## src/rtl/tinyqv_uart_pkg.sv

```systemverilog
// Shared UART definitions: serialiser state encoding and baud divisor width.
package tinyqv_uart_pkg;

  localparam int unsigned DivWidth = 16;

  typedef enum logic [1:0] {StIdle, StStart, StData, StStop} uart_state_e;

  // A divisor below 2 cannot time a bit; clamp it.
  function automatic logic [DivWidth-1:0] clamp_div(input logic [DivWidth-1:0] d);
    return (d < DivWidth'(2)) ? DivWidth'(2) : d;
  endfunction

endpackage

```

## src/rtl/sync_fifo.sv

```systemverilog
// Single-clock FIFO with flop storage and an occupancy counter; shared by TX and RX paths.
module sync_fifo #(
  parameter int unsigned WIDTH = 8,
  parameter int unsigned DEPTH = 8
) (
  input  logic                     clk,
  input  logic                     rst_n,
  input  logic                     wr_en,
  input  logic [WIDTH-1:0]         wr_data,
  input  logic                     rd_en,
  output logic [WIDTH-1:0]         rd_data,
  output logic                     full,
  output logic                     empty,
  output logic [$clog2(DEPTH):0]   level
);

  localparam int unsigned AW = $clog2(DEPTH);

  logic [WIDTH-1:0] mem [DEPTH];
  logic [AW-1:0]    wr_ptr_q, rd_ptr_q;
  logic [AW:0]      level_q;
  logic             do_wr, do_rd;

  always_comb begin
    full  = (level_q == (AW+1)'(DEPTH));
    empty = (level_q == '0);
    do_rd = rd_en && !empty;
    // A full FIFO still accepts a write when a read frees a slot on the same edge.
    do_wr = wr_en && (!full || do_rd);
  end

  always_ff @(posedge clk) begin
    if (do_wr) mem[wr_ptr_q] <= wr_data;
  end

  always_ff @(posedge clk or negedge rst_n) begin
    if (!rst_n) begin
      wr_ptr_q <= '0;
      rd_ptr_q <= '0;
      level_q  <= '0;
    end else begin
      if (do_wr) wr_ptr_q <= wr_ptr_q + AW'(1);
      if (do_rd) rd_ptr_q <= rd_ptr_q + AW'(1);
      case ({do_wr, do_rd})
        2'b10:   level_q <= level_q + (AW+1)'(1);
        2'b01:   level_q <= level_q - (AW+1)'(1);
        default: level_q <= level_q;
      endcase
    end
  end

  assign rd_data = mem[rd_ptr_q];
  assign level   = level_q;

endmodule

```

## src/rtl/debug_uart_tx_fifo.sv

```systemverilog
// Debug UART transmitter: FIFO-buffered bytes serialised 8N1-style with a runtime baud divisor.
module debug_uart_tx_fifo
  import tinyqv_uart_pkg::*;
#(
  parameter int unsigned CLK_HZ     = 14_000_000,
  parameter int unsigned BIT_RATE   = 9600,
  parameter int unsigned FIFO_DEPTH = 8,
  parameter int unsigned DATA_BITS  = 8,
  parameter int unsigned STOP_BITS  = 1
) (
  input  logic                          clk,
  input  logic                          rst_n,
  input  logic                          wr_en,
  input  logic [DATA_BITS-1:0]          wr_data,
  input  logic                          div_we,
  input  logic [DivWidth-1:0]           div_in,
  input  logic                          ovf_clr,
  output logic                          uart_txd,
  output logic                          tx_busy,
  output logic                          fifo_full,
  output logic [$clog2(FIFO_DEPTH):0]   fifo_level,
  output logic                          overflow,
  output logic                          tx_done_irq
);

  localparam logic [DivWidth-1:0] ResetDiv = clamp_div(DivWidth'(CLK_HZ / BIT_RATE));
  localparam logic [3:0]          LastData = 4'(DATA_BITS - 1);
  localparam logic [3:0]          LastStop = 4'(STOP_BITS - 1);

  uart_state_e          state_q;
  logic [DivWidth-1:0]  div_q, frame_div_q, baud_q, next_div;
  logic [3:0]           bit_q;
  logic [DATA_BITS-1:0] shift_q, head;
  logic                 txd_q, irq_q, ovf_q;
  logic                 fifo_empty, bit_end, frame_end, pop, drop;

  sync_fifo #(
    .WIDTH (DATA_BITS),
    .DEPTH (FIFO_DEPTH)
  ) u_fifo (
    .clk     (clk),
    .rst_n   (rst_n),
    .wr_en   (wr_en),
    .wr_data (wr_data),
    .rd_en   (pop),
    .rd_data (head),
    .full    (fifo_full),
    .empty   (fifo_empty),
    .level   (fifo_level)
  );

  always_comb begin
    bit_end   = (baud_q == frame_div_q - DivWidth'(1));
    frame_end = (state_q == StStop) && bit_end && (bit_q == LastStop);
    pop       = !fifo_empty && ((state_q == StIdle) || frame_end);
    drop      = wr_en && fifo_full && !pop;
    next_div  = div_we ? clamp_div(div_in) : div_q;
  end

  // Programmed divisor; only copied into frame_div_q when a frame starts.
  always_ff @(posedge clk or negedge rst_n) begin
    if (!rst_n) begin
      div_q <= ResetDiv;
    end else if (div_we) begin
      div_q <= clamp_div(div_in);
    end
  end

  always_ff @(posedge clk or negedge rst_n) begin
    if (!rst_n) begin
      ovf_q <= 1'b0;
    end else if (drop) begin
      ovf_q <= 1'b1;
    end else if (ovf_clr) begin
      ovf_q <= 1'b0;
    end
  end

  always_ff @(posedge clk or negedge rst_n) begin
    if (!rst_n) begin
      state_q     <= StIdle;
      frame_div_q <= ResetDiv;
      baud_q      <= '0;
      bit_q       <= '0;
      shift_q     <= '0;
      txd_q       <= 1'b1;
      irq_q       <= 1'b0;
    end else begin
      irq_q <= 1'b0;
      case (state_q)
        StIdle: begin
          if (pop) begin
            state_q     <= StStart;
            txd_q       <= 1'b0;
            baud_q      <= '0;
            shift_q     <= head;
            frame_div_q <= next_div;
          end
        end
        StStart: begin
          if (bit_end) begin
            state_q <= StData;
            baud_q  <= '0;
            bit_q   <= '0;
            txd_q   <= shift_q[0];
            shift_q <= shift_q >> 1;
          end else begin
            baud_q <= baud_q + DivWidth'(1);
          end
        end
        StData: begin
          if (bit_end) begin
            baud_q <= '0;
            if (bit_q == LastData) begin
              state_q <= StStop;
              bit_q   <= '0;
              txd_q   <= 1'b1;
            end else begin
              bit_q   <= bit_q + 4'd1;
              txd_q   <= shift_q[0];
              shift_q <= shift_q >> 1;
            end
          end else begin
            baud_q <= baud_q + DivWidth'(1);
          end
        end
        StStop: begin
          if (bit_end) begin
            baud_q <= '0;
            if (bit_q == LastStop) begin
              bit_q <= '0;
              // Chain straight into the next start bit when more data is queued.
              if (pop) begin
                state_q     <= StStart;
                txd_q       <= 1'b0;
                shift_q     <= head;
                frame_div_q <= next_div;
              end else begin
                state_q <= StIdle;
                irq_q   <= 1'b1;
              end
            end else begin
              bit_q <= bit_q + 4'd1;
            end
          end else begin
            baud_q <= baud_q + DivWidth'(1);
          end
        end
        default: state_q <= StIdle;
      endcase
    end
  end

  assign uart_txd    = txd_q;
  assign tx_done_irq = irq_q;
  assign overflow    = ovf_q;
  assign tx_busy     = (state_q != StIdle) || (fifo_level != '0);

endmodule
```

## config.mk

```make
export PLATFORM = sky130hd
export DESIGN_NAME = debug_uart_tx_fifo
export DESIGN_NICKNAME = d
export VERILOG_FILES = /design/src/rtl/tinyqv_uart_pkg.sv /design/src/rtl/sync_fifo.sv /design/src/rtl/debug_uart_tx_fifo.sv
export SDC_FILE = /design/constraint.sdc
export NUM_CORES = 1
export LEC_CHECK = 0
export BUFFER_PORTS_ARGS = -buffer_cell sky130_fd_sc_hd__buf_4
export CAP_MARGIN = 20
export CORE_UTILIZATION = 55
export DETAILED_ROUTE_END_ITERATION = 8
export GPL_TIMING_DRIVEN = 0
export PLACE_DENSITY_LB_ADDON = 0.15
export REMOVE_ABC_BUFFERS = 1
export SYNTH_ARGS = -nofsm -noshare
export SYNTH_HDL_FRONTEND = slang
export SYNTH_SLANG_ARGS = --single-unit
```

## constraint.sdc

```tcl
create_clock -name clk -period 4 [get_ports clk]
set_clock_uncertainty 0.2 [all_clocks]
set_input_delay 0.2 -clock clk [delete_from_list [all_inputs] [get_ports clk]]
set_output_delay 0.2 -clock clk [all_outputs]
set_load 0.005 [all_outputs]
```

* Word-level counts from Yosys, hierarchy flattened
Memories as Yosys holds them, arrays and structs flattened.
Index checks and enable logic that the tools add are counted.
** Cells by class
- Add/subtract/negate cells :: 7
- $lt $le $gt $ge :: 1
- Equality and inequality tests :: 15
- Multiplexer cells :: 46
- Reduce and logical (&&, ||, !) cells :: 28
** Operators with widths (number)
- $mux W16 :: 7
- $pmux W16 S2 :: 2
- $mux W8 :: 6
- $pmux W8 S4 :: 1
- $mux W4 :: 5
- $add A16 B1 Y16 const B :: 1
- $eq A16 B16 Y1 :: 1
- $lt A16 B2 Y1 const B :: 1
- $sub A16 B1 Y16 const B :: 1
- $mux W1 :: 15
- $mux W2 :: 6
- $pmux W4 S3 :: 1
- $ne A2 B2 Y1 const B :: 5
- $add A4 B1 Y4 const B :: 2
- $logic_not A4 Y1 :: 2
- $pmux W2 S4 :: 1
- $pmux W4 S2 :: 1
- $reduce_and A4 Y1 :: 2
- $reduce_bool A2 Y1 :: 4
- $logic_and A1 B1 Y1 :: 7
- $add A3 B1 Y3 const B :: 2
- $eq A2 B2 Y1 const B :: 3
- $reduce_and A6 Y1 :: 1
- $reduce_and A5 Y1 :: 1
- other kinds (13) :: 19
** Word-level totals
- Register bits after elaboration :: 75
- Memory bits (writable) :: 64
- Output and inout port bits :: 9
- Memories :: 1
** Memory list
- u_fifo.mem :: words 8, width 8, read ports 1, clocked after memory_dff 0, wr ports 1, line sync_fifo.sv:19 : logic [WIDTH-1:0] mem [DEPTH];

* Logic depth before layout (Yosys ltp)
Gate-level depths: netlist of run 1.
- Word-level depth :: 11
- Gate-level depth with buffers :: 16
- Mapped depth without buffers :: 16

* By module
Synthesis of run 1 repeated with hierarchy kept, for this count alone.
** Unflattened totals
- Cell total of the unflattened synthesis :: 520
- Area total of the unflattened synthesis :: 6917.9 um^2
** By module, submodules not included
- debug_uart_tx_fifo :: times used 1, cells each 358, area an instance 3767.4 um^2
- sync_fifo :: times used 1, cells each 162, area an instance 3150.5 um^2

* Least setup slack after synthesis of run 1
Ideal clock, no wire load.
- Kind :: flip-flop to flip-flop
- Start :: reg frame_div_q[0]
- End :: reg u_fifo.level_q[3], in the netlist u_fifo.level[3]
- Data arrival time :: 3701 ps
- Data required time :: 3674 ps
- Setup slack :: -28 ps
- Cell stages (with the launch flop) :: 16
- Cells stage by stage :: dfrtp_1 -> inv_1 -> ha_1 -> nor3b_2 -> a21oi_1 -> or3_1 -> nor4_2 -> nand4_1 -> nand2_1 -> nand2_1 -> inv_1 -> ha_1 -> a21o_1 -> a21o_1 -> or3_1 -> a311o_1
** On the way
- Cells in the longest elaborated chain, start to end :: 11
** Ends and longest elaborated chain
- start: declaration :: line debug_uart_tx_fifo.sv:31 : logic [DivWidth-1:0] div_q, frame_div_q, baud_q, next_div;
- start signal: assignment :: line debug_uart_tx_fifo.sv:82 : frame_div_q <= ResetDiv;
- start signal: assignment :: line debug_uart_tx_fifo.sv:97 : frame_div_q <= next_div;
- start signal: assignment :: line debug_uart_tx_fifo.sv:137 : frame_div_q <= next_div;
- $sub A16 B1 Y16 (*) :: line debug_uart_tx_fifo.sv:53 : bit_end = (baud_q == frame_div_q - DivWidth'(1));
- $eq A16 B16 Y1 (*) :: line debug_uart_tx_fifo.sv:53
- $logic_and A1 B1 Y1 (*) (2 in a row) :: line debug_uart_tx_fifo.sv:54 : frame_end = (state_q == StStop) && bit_end && (bit_q == LastStop);
- $logic_or A1 B1 Y1 (*) :: line debug_uart_tx_fifo.sv:55 : pop = !fifo_empty && ((state_q == StIdle) || frame_end);
- $logic_and A1 B1 Y1 (*) :: line debug_uart_tx_fifo.sv:55
- $logic_and A1 B1 Y1 (*) :: line sync_fifo.sv:27 : do_rd = rd_en && !empty;
- $logic_or A1 B1 Y1 :: line sync_fifo.sv:29 : do_wr = wr_en && (!full || do_rd);
- $logic_and A1 B1 Y1 :: line sync_fifo.sv:29
- $eq A2 B1 Y1 / $eq A2 B2 Y1 (equally long branches) :: line sync_fifo.sv:44 : case ({do_wr, do_rd})
- $pmux W4 S2 / $reduce_bool A2 Y1 (equally long branches)
- end signal: assignment :: line sync_fifo.sv:45 : 2'b10: level_q <= level_q + (AW+1)'(1);
- end signal: assignment :: line sync_fifo.sv:46 : 2'b01: level_q <= level_q - (AW+1)'(1);
- end signal: assignment :: line sync_fifo.sv:47 : default: level_q <= level_q;
- end: declaration :: line sync_fifo.sv:21 : logic [AW:0] level_q;
Every way passes the cells marked *; elsewhere a longest branch is shown, timed or not.
A chain may end at the register's enable or synchronous reset.

* Final worst setup path of run 1
Same ends and word-level chain as after synthesis.

==> results of run 1 <==
## final cells by class
cell class	count	area, µm²	share of cell area
Sequential cell	139	3820	0.454
Clock buffer	17	425	0.0506
Clock inverter	15	148	0.0176
Timing Repair Buffer	83	711	0.0846
Tap cell	168	210	0.0250
Multi-Input combinational cell	373	3020	0.360
Inverter	19	71.3	0.00849
## metrics by stage
stage	std cells	total power [mW]	setup TNS, ns	hold WS, ns
after floorplan	531	3.88	-0.226	-0.296
after global placement	736	4.41	-30.37	0.198
after detailed placement	739	4.56	-27.53	0.201
after CTS	807	6.19	0	0.00148
after global routing	814	6.64	-0.110	0.0167
final	814	6.24	0	0.0118
## state kept, by name, indices dropped and copies added (netlist names)
register / cells
div_q: 16
overflow: 1
shift_q: 8
frame_div_q: 16
u_fifo.mem: 64
u_fifo.wr_ptr_q: 3
baud_q: 16
bit_q: 4
state_q: 2
u_fifo.rd_ptr_q: 3
uart_txd: 1
u_fifo.level: 4
tx_done_irq: 1
## placed cells by master, fill, tap and decap left out, types with 17 or more instances in the layout
master and n:
nand2_1 29, clkbuf_16 17, o211ai_1 17, mux2_2 33, nand3_1 22, buf_4 51
xnor2_1 17, dfrtp_1 61, dlygate4sd3_1 29, o21ai_0 22, nor2_1 30, inv_1 17
edfxtp_1 64
## critical path, cell delays in order, from the launching register on
cell and delay, ns:
dfrtp_2 0.46, inv_2 0.09, ha_4 0.17, nor3b_4 0.25, a21oi_1 0.12, or3_4 0.41, nor4_4 0.38, nand4_1 0.24
nand2_4 0.14, nand2_2 0.08, inv_2 0.07, ha_1 0.22, a21o_1 0.18, a21o_1 0.21, or3_1 0.31, a311o_1 0.31
## metal layers
layer  track usage  part of all wire  vias to the layer above
met1         0.302              0.42                     2354
met5             0                 0                        -
met3        0.0693             0.045                       17
met2         0.410              0.52                      130
met4        0.0779             0.013                        0
li1              -                 -                     2262
## logic make-up after synthesis
| logic type | Yosys count | synth area share |
|---|---|---|
| multiplexers | 61 | 0.123 |
| buffers and inverters | 42 | 0.0239 |
| flip-flops | 139 | 0.552 |
| adder cells (fa/ha/maj) | 14 | 0.0264 |
| AND/OR/NAND/NOR | 178 | 0.146 |
| AO/OA/AOI/OAI | 92 | 0.0927 |
| XOR/XNOR | 28 | 0.0355 |
## worst min-delay path by stage
stage                        from         to
after floorplan             rst_n  baud_q[0]
after global placement    ovf_clr   overflow
after detailed placement  ovf_clr   overflow
after CTS                  div_we   div_q[1]
after global routing       div_we   div_q[1]
final                      div_we   div_q[1]
## repair_timing
action	4_1_cts	5_1_grt
hold buffers	29	0
hold endpoints to repair	162	0
buffers inserted	7	7
endpoints found under the setup margin	69	47
gates resized for setup	14	7
pin swaps	7	3
## power breakdown
| group | switching (mW) | internal [mW] | total, mW |
|---|---|---|---|
| Combinational | 1.27 | 1.16 | 2.43 |
| Sequential | 0.424 | 1.88 | 2.30 |
| Clock | 0.680 | 0.829 | 1.51 |
==> impl_metrics.env, run 1 <==
export IMPL_synth_flop_cell="edfxtp_1"
export IMPL_place_ws_ns=-1.06
export IMPL_r2r_end="u_fifo.level[3]"
export IMPL_htree_levels=4
export IMPL_rows=40
export IMPL_slew_viol_final=0
export IMPL_fin_crit_sh=0.992
export IMPL_globalplace_congestion=0.883
export IMPL_grt_max_degree=76
export IMPL_ff2ff_path_depth=15
export IMPL_syn_to_final_growth_pct=21.6
export IMPL_yosysMostFrequentCell="edfxtp_1"
export IMPL_initial_core_util=0.571
export IMPL_avgSynthCellArea_um2=12.5
export IMPL_cts_tree="yes"
export IMPL_cts_buffers=17
export IMPL_synthTopCellsByArea="edfxtp_1 (28%), dfrtp_1 (22%), mux2_2 (5.4%)"
export IMPL_place_area_mm2=0.00735
export IMPL_ys_ff_latch=139
export IMPL_critPathArrivalTime_ns=4.08
export IMPL_cts_sinks=139
export IMPL_async_flop_share=0.540
export IMPL_wl_per_cell_um=18.0
export IMPL_portBuffers=37
export IMPL_reg2reg_from="frame_div_q[0]"
export IMPL_nNetsFinal=676
export IMPL_synth_top_area_cell="edfxtp_1"
export IMPL_ys_top_cells_by_count="edfxtp_1 (64), dfrtp_1 (62), nor2_1 (36), mux2_2 (33), nand2_1 (31)"
export IMPL_crit_path_max_fanout=6
export IMPL_drv_cap=0
export IMPL_nFillCells=860
export IMPL_synthCells=554
export IMPL_fmax_mhz=252
export IMPL_cts_buffer_depth=2
export IMPL_hold_path_cell_count=2
export IMPL_hold_viol=0
export IMPL_wl_mm=14.7
export IMPL_ant_nets=0
export IMPL_design_die_area_mm2=0.0130
export IMPL_syn_cell_area_mm2=0.00691
export IMPL_core_area_mm2=0.0121
export IMPL_grt_pass1_vias=4692
export IMPL_diodes=0
export IMPL_dpl_hpwl_mm=9.56
export IMPL_path_clk_slew_ns=0.06
export IMPL_grt_remaining_overflow=0
export IMPL_antenna_found_initial=0
export IMPL_viasPerCell=5.85
export IMPL_worst_slew_pin_slew_ns=0.994
export IMPL_remaining_drc_errors=0
export IMPL_finalSetupViolCount=0
export IMPL_rrSetupSlack_ns=0.03
export IMPL_post_synth_num_cell_types=64
export IMPL_cp_endpoint="u_fifo.level[3]"
export IMPL_die_w_um=114
export IMPL_rsz0062_at_grt="true"
export IMPL_io_pins=38
export IMPL_drtIter0Drc=367
export IMPL_utilization=0.694
export IMPL_fin_ws_ns=0.0312
export IMPL_endpoint_kind="flip-flop"
export IMPL_grt_pass1_wl_mm=23.6
export IMPL_cts_root_buffer="clkbuf_16"
export IMPL_synth_edff_count=64
export IMPL_die_h_um=114
export IMPL_critical_path_required_ns=4.11
export IMPL_period_minus_slack_ns=3.97
export IMPL_leakage_nw=3.30
export IMPL_critPathLaunchType="flip-flop"
export IMPL_vdd_drop_max_mv=0.434
export IMPL_cp_startpoint="frame_div_q[0]"
export IMPL_min_delay_path_class="input pin to flip-flop"
export IMPL_synth_top_area_share=0.278
export IMPL_stdcell_area_mm2=0.00840
export IMPL_clock_insertion_delay_worst_skew_ns=0.43
export IMPL_yosysWarnings=0
export IMPL_drtPass1Iterations=7
export IMPL_drive_above_1_share=0.276
export IMPL_grt_usage=0.242
export IMPL_pwr_density_cell_mw_per_mm2=743
export IMPL_relSlewSlack=0.333
export IMPL_num_vias=4763
export IMPL_path_class="flip-flop to flip-flop"
export IMPL_synth_seq_area_share=0.552
export IMPL_outcome="finished, final reports clean"
Note: power is estimated with default switching activity, not from simulation.
==> run 2, diff against run 1 <==
--- a/config.mk
+++ b/config.mk
@@ -5,9 +5,11 @@
 export SDC_FILE = /design/constraint.sdc
 export NUM_CORES = 1
 export LEC_CHECK = 0
+export ABC_AREA = 1
 export BUFFER_PORTS_ARGS = -buffer_cell sky130_fd_sc_hd__buf_4
 export CAP_MARGIN = 20
 export CORE_UTILIZATION = 55
+export CTS_CLUSTER_DIAMETER = 60
 export DETAILED_ROUTE_END_ITERATION = 8
 export GPL_TIMING_DRIVEN = 0
 export PLACE_DENSITY_LB_ADDON = 0.15
==> run 2 against run 1 <==
First-iteration DRC count increased by 0.54%. Critical endpoint is now u_fifo.mem[1][1]. Count of clock-buffer cells in the layout up 7. Critical path type unchanged. Fmax increased by 10%. Utilization shrank 0.59 points. Largest cell class unchanged.
==> impl_metrics.env, run 2 <==
export IMPL_cts_root_buffer="clkbuf_16"
export IMPL_die_w_um=114
export IMPL_ff2ff_path_depth=18
export IMPL_r2r_end="u_fifo.mem[1][1]"
export IMPL_diodes=0
export IMPL_num_vias=5494
export IMPL_finalSetupViolCount=0
export IMPL_rsz0062_at_grt="false"
export IMPL_path_clk_slew_ns=0.06
export IMPL_utilization=0.688
export IMPL_outcome="finished, final reports clean"
export IMPL_viasPerCell=5.49
export IMPL_drive_above_1_share=0.155
export IMPL_fmax_mhz=278
export IMPL_rows=40
export IMPL_io_pins=38
export IMPL_power_mw=6.17
export IMPL_cp_top_family="simple AND/OR/NAND/NOR gates"
export IMPL_critPathArrivalTime_ns=3.44
export IMPL_drtIter0Drc=369
export IMPL_antenna_found_initial=0
export IMPL_hold_viol=0
export IMPL_pwr_density_cell_mw_per_mm2=741
export IMPL_clock_insertion_delay_worst_skew_ns=0.42
export IMPL_wl_mm=15.7
export IMPL_synth_edff_count=64
export IMPL_min_delay_path_class="input pin to async pin"
export IMPL_synthCells=740
export IMPL_wl_per_cell_um=15.7
export IMPL_fin_crit_sh=0.899
export IMPL_fin_ws_ns=0.405
export IMPL_grt_remaining_overflow=0
export IMPL_async_flop_share=0.540
export IMPL_crit_cells=18
export IMPL_synth_top_area_cell="edfxtp_1"
export IMPL_whs_ns=0.265
export IMPL_core_area_mm2=0.0121
export IMPL_globalplace_congestion=0.917
export IMPL_design_die_area_mm2=0.0130
export IMPL_syn_cell_area_mm2=0.00688
export IMPL_crit_path_max_fanout=9
export IMPL_endpoint_kind="flip-flop"
export IMPL_max_stage_delay_ns=0.74
export IMPL_post_cts_buffers=0
export IMPL_worst_path_max_delay_cell="nor2_1"
export IMPL_synthTopCellsByArea="edfxtp_1 (28%), dfrtp_1 (23%), nand2_1 (8.8%)"
export IMPL_setup_tns_ns=0
export IMPL_synth_top_area_share=0.279
export IMPL_yosysWarnings=0
export IMPL_ant_nets=0
export IMPL_cp_num_buf_inv=3
export IMPL_reg2reg_from="frame_div_q[0]"
export IMPL_final_cell_mix="nand2_1 (162), nor2_1 (96), o21ai_0 (66), edfxtp_1 (64), dfrtp_1 (62)"
export IMPL_yosysMostFrequentCell="nand2_1"
export IMPL_path_class="flip-flop to flip-flop"
export IMPL_nNetsFinal=863
export IMPL_grt_pass1_wl_mm=25.9
export IMPL_grt_max_degree=76
export IMPL_initial_core_util=0.568
export IMPL_place_ws_ns=0.449
export IMPL_worst_slew_pin_slew_ns=1.10
export IMPL_slew_viol_final=0
export IMPL_synth_flop_cell="edfxtp_1"
export IMPL_grt_pass1_vias=5347
export IMPL_cpMostUsedCell="nand2_2"
export IMPL_grt_usage=0.264
export IMPL_leakage_nw=3.52
export IMPL_cts_buffers=17
export IMPL_cts_buffer_depth=2
export IMPL_largest_reg_flops=64
export IMPL_remaining_drc_errors=0
export IMPL_cp_endpoint="u_fifo.mem[1][1]"
export IMPL_drtPass1Iterations=5
export IMPL_cts_sinks=139
export IMPL_crit_chain="inv_2 > ha_1 > nand2_2 > nor2_1 > nand3_1 > nand2_1 > nand2_1 > inv_1 > nand3_2 > nor2_4 > nand3_2 > nand2_2 > nand2_4 > nand2_2 > nand2_2 > inv_2 > nand2_1 > nor2_1"
export IMPL_vdd_drop_max_mv=0.503
export IMPL_htree_levels=4
export IMPL_final_common_cell="nand2_1"
export IMPL_dpl_hpwl_mm=10.2
export IMPL_rrSetupSlack_ns=0.41
export IMPL_synth_seq_area_share=0.554
export IMPL_avgSynthCellArea_um2=9.30
export IMPL_post_synth_num_cell_types=45
export IMPL_critical_path_required_ns=3.84
export IMPL_cp_startpoint="frame_div_q[0]"
export IMPL_period_minus_slack_ns=3.59
export IMPL_die_h_um=114
export IMPL_regMostFlops="u_fifo.mem"
export IMPL_drv_cap=0
export IMPL_critPathLaunchType="flip-flop"
export IMPL_ys_top_cells_by_count="nand2_1 (162), nor2_1 (96), o21ai_0 (66), edfxtp_1 (64), dfrtp_1 (62)"
export IMPL_ys_ff_latch=139
export IMPL_relSlewSlack=0.268
export IMPL_syn_to_final_growth_pct=21.1
export IMPL_portBuffers=37
export IMPL_cts_tree="yes"
## run 2: cell types whose count changed after synthesis, sizes merged, moves of 22 or more
cell   before  now
o22ai       3   25
o21ai      23   75
nor2       36  111
inv        19   63
nand2      31  176
mux2       34    0
## run 2: area by class of cell
class	instances	area, µm²
inverters	64	240
multi-input cells	517	2740
clock buffers	24	504
fillers	938	3780
repair buffers	81	718
flip-flops and latches	139	3810
well taps	168	210
clock inverters	8	105
## run 2: metrics by stage
stage	instances	area [µm²]
detailed placement	925	7280
CTS	1001	8330
floorplan	720	6800
global route	1001	8330
finish	1001	8330
global placement	925	7280
## run 2: how the worst min path moves through the flow
stage                         start         to  depth (start not counted)  slack [ns]
after floorplan               rst_n  baud_q[0]                          0       -0.30
after global placement      ovf_clr   overflow                          2        0.20
after detailed placement    ovf_clr   overflow                          2        0.21
after CTS                 div_q[14]  div_q[14]                          2        0.27
after global routing      div_q[12]  div_q[12]                          2        0.29
final                         rst_n  baud_q[8]                          2        0.27
## run 2: logic make-up after synthesis
logic type,after synthesis,share of synthesized area
adder cells (fa/ha/maj),14,0.0265
buffers and inverters,84,0.0476
AND/OR/NAND/NOR,341,0.221
flip-flops,139,0.554
XOR/XNOR,31,0.0394
AO/OA/AOI/OAI,131,0.111
## run 2: what timing repair did
action,CTS,global route
endpoints found under the setup margin,0,0
hold buffers,44,0
endpoints found under the hold margin,161,0
resized for setup,0,0
## run 2: routing by layer
metal | vias up | global-route usage | share of wire
li1 | 2648 | - | -
met1 | 2625 | 0.362 | 0.45
met2 | 198 | 0.417 | 0.47
met3 | 23 | 0.0590 | 0.073
met4 | 0 | 0.0900 | 0.015
met5 | - | 0 | 0
## run 2: power breakdown
part / total (mW) / internal [mW] / switching [mW]
Combinational: 2.36 / 0.836 / 1.53
Sequential: 2.20 / 1.87 / 0.333
Clock: 1.61 / 1.01 / 0.597
Total: 6.17 / 3.72 / 2.46
==> run 3, diff against run 2 <==
--- a/config.mk
+++ b/config.mk
@@ -8,12 +8,14 @@
 export ABC_AREA = 1
 export BUFFER_PORTS_ARGS = -buffer_cell sky130_fd_sc_hd__buf_4
 export CAP_MARGIN = 20
+export CORE_ASPECT_RATIO = 2
 export CORE_UTILIZATION = 55
 export CTS_CLUSTER_DIAMETER = 60
 export DETAILED_ROUTE_END_ITERATION = 8
 export GPL_TIMING_DRIVEN = 0
 export PLACE_DENSITY_LB_ADDON = 0.15
 export REMOVE_ABC_BUFFERS = 1
+export SETUP_SLACK_MARGIN = 0.02
 export SYNTH_ARGS = -nofsm -noshare
 export SYNTH_HDL_FRONTEND = slang
 export SYNTH_SLANG_ARGS = --single-unit
==> run 3 against run 2 <==
Sequential cell count unchanged. Final cell count down 2.5%. Total power up 0.56%. Sequential power about the same. Via count down 0.51%. Count of clock-buffer cells in the layout down 6. Combinational power about the same. Non-clock buffer count down 4. Register-to-register slack worse by 0.12 ns. Highest routed layer unchanged.
==> impl_metrics.env, run 3 (synthesized netlist as in run 2, its figures left out) <==
export IMPL_outcome="finished, final reports clean"
export IMPL_globalplace_congestion=0.915
export IMPL_drv_cap=0
export IMPL_crit_path_max_fanout=9
export IMPL_critical_path_required_ns=3.83
export IMPL_min_delay_path_class="input pin to async pin"
export IMPL_cts_buffer_depth=2
export IMPL_fin_cells=976
export IMPL_portBuffers=37
export IMPL_setup_tns_ns=0
export IMPL_grt_pass1_vias=5577
export IMPL_placed_cells=904
export IMPL_ant_nets=0
export IMPL_grt_pass1_wl_mm=26.7
export IMPL_design_die_area_mm2=0.0130
export IMPL_relSlewSlack=0.294
export IMPL_regMostFlops="u_fifo.mem"
export IMPL_cts_tree="yes"
export IMPL_p_seq_frac=0.359
export IMPL_critPathArrivalTime_ns=3.54
export IMPL_fin_crit_sh=0.928
export IMPL_cts_repair_resized=0
export IMPL_io_pins=38
export IMPL_utilization=0.678
export IMPL_grt_usage=0.277
export IMPL_combPwrFrac=0.380
export IMPL_endpoint_kind="flip-flop"
export IMPL_syn_to_final_growth_pct=20.2
export IMPL_p_int_mw=3.69
export IMPL_clock_insertion_delay_worst_skew_ns=0.41
export IMPL_drtPass1Iterations=7
export IMPL_whs_ns=0.267
export IMPL_vdd_drop_max_mv=0.523
export IMPL_core_area_mm2=0.0122
export IMPL_cts_hold_buf=40
export IMPL_antenna_found_initial=0
export IMPL_power_mw=6.21
export IMPL_remaining_drc_errors=0
export IMPL_rsz0062_at_grt="false"
export IMPL_viasPerCell=5.60
export IMPL_wl_mm=16.5
export IMPL_die_h_um=160
export IMPL_die_w_um=81.1
export IMPL_critPathLaunchType="flip-flop"
export IMPL_drtIter0Drc=399
export IMPL_final_common_cell="nand2_1"
export IMPL_grt_max_degree=76
export IMPL_slew_viol_final=0
export IMPL_wl_per_cell_um=16.9
export IMPL_nNetsFinal=859
export IMPL_fmax_mhz=269
export IMPL_cts_buffers=17
export IMPL_p_sw_frac=0.405
export IMPL_final_cell_mix="nand2_1 (162), nor2_1 (96), o21ai_0 (66), edfxtp_1 (64), dfrtp_1 (62)"
export IMPL_worst_slew_pin_slew_ns=1.06
export IMPL_cts_root_buffer="clkbuf_16"
export IMPL_drive_above_1_share=0.159
export IMPL_finalSetupViolCount=0
export IMPL_initial_core_util=0.564
export IMPL_pwr_density_cell_mw_per_mm2=750
export IMPL_dpl_hpwl_mm=11.4
export IMPL_diodes=0
export IMPL_path_class="flip-flop to flip-flop"
export IMPL_largest_reg_flops=64
export IMPL_cts_sinks=139
export IMPL_rows=57
export IMPL_leakage_nw=3.51
export IMPL_hold_viol=0
export IMPL_clock_power_share=0.261
export IMPL_period_minus_slack_ns=3.71
export IMPL_grt_remaining_overflow=0
export IMPL_p_switching_mw=2.51
export IMPL_post_cts_buffers=0
export IMPL_path_clk_slew_ns=0.06
export IMPL_htree_levels=4
export IMPL_num_vias=5466
## run 3: changes by cell type in the layout (fill, tap and decap cells not counted)
cell / previous run / this run
bufinv_16: 2 / 3
clkbuf_1: 4 / 1
clkbuf_16: 19 / 17
clkbuf_8: 1 / 0
clkinv_4: 1 / 4
dlygate4sd3_1: 44 / 40
inv_4: 1 / 0
inv_6: 2 / 4
inv_8: 0 / 1
## run 3: final timing paths
path                                      from  slack (ns)                to  cells past startpoint
worst max-delay path            frame_div_q[6]        0.29  u_fifo.mem[7][0]                     15
worst min-delay path                     rst_n        0.27          div_q[6]                      2
worst max register to register  frame_div_q[6]        0.29  u_fifo.mem[7][0]                     15
worst min register to register        div_q[3]        0.27          div_q[3]                      2
max in group asynchronous                rst_n        2.70        shift_q[4]                      2
min in group clk                      div_q[3]        0.27          div_q[3]                      2
## run 3: critical path, cell delays in order (launching register included)
cell	delay (ns)
dfrtp_1	0.48
nor2_1	0.21
nand2_2	0.13
o21ai_1	0.30
nand2_1	0.09
nand2_1	0.12
nand4_1	0.13
nor2_2	0.18
nand3_2	0.10
nand2_2	0.14
nand2_4	0.13
nand2_2	0.11
nand2_2	0.07
inv_2	0.08
nand2_1	0.10
nor2_1	0.76
## run 3: layout make-up
| class | instances | area (µm²) |
|---|---|---|
| Multi-Input combinational cell | 517 | 2740 |
| Tap cell | 147 | 184 |
| Sequential cell | 139 | 3810 |
| Inverter | 64 | 240 |
| Fill cell | 924 | 3930 |
| Clock inverter | 14 | 184 |
| Clock buffer | 18 | 429 |
| Timing Repair Buffer | 77 | 678 |
## run 3: power groups by stage
stage,registers [mW],clock network (mW),logic [mW]
floorplan,2.11,0,1.73
global placement,2.22,0,2.23
detailed placement,2.24,0,2.31
CTS,2.22,1.64,2.37
global route,2.27,1.69,2.68
finish,2.23,1.62,2.36
## run 3: layer usage
layer	GRT usage	wire length [µm]	up-vias
met2	0.524	9640	123
met5	0	0	-
li1	-	-	2628
met1	0.263	5680	2668
met3	0.0463	439	47
met4	0.167	739	0
## run 3: through the flow
stage | cell area (µm²) | setup slack (ns)
after floorplan | 6800 | 1.02
after global placement | 7260 | 0.301
after detailed placement | 7260 | 0.330
after CTS | 8270 | 0.296
after global routing | 8270 | 0.0874
final | 8270 | 0.289
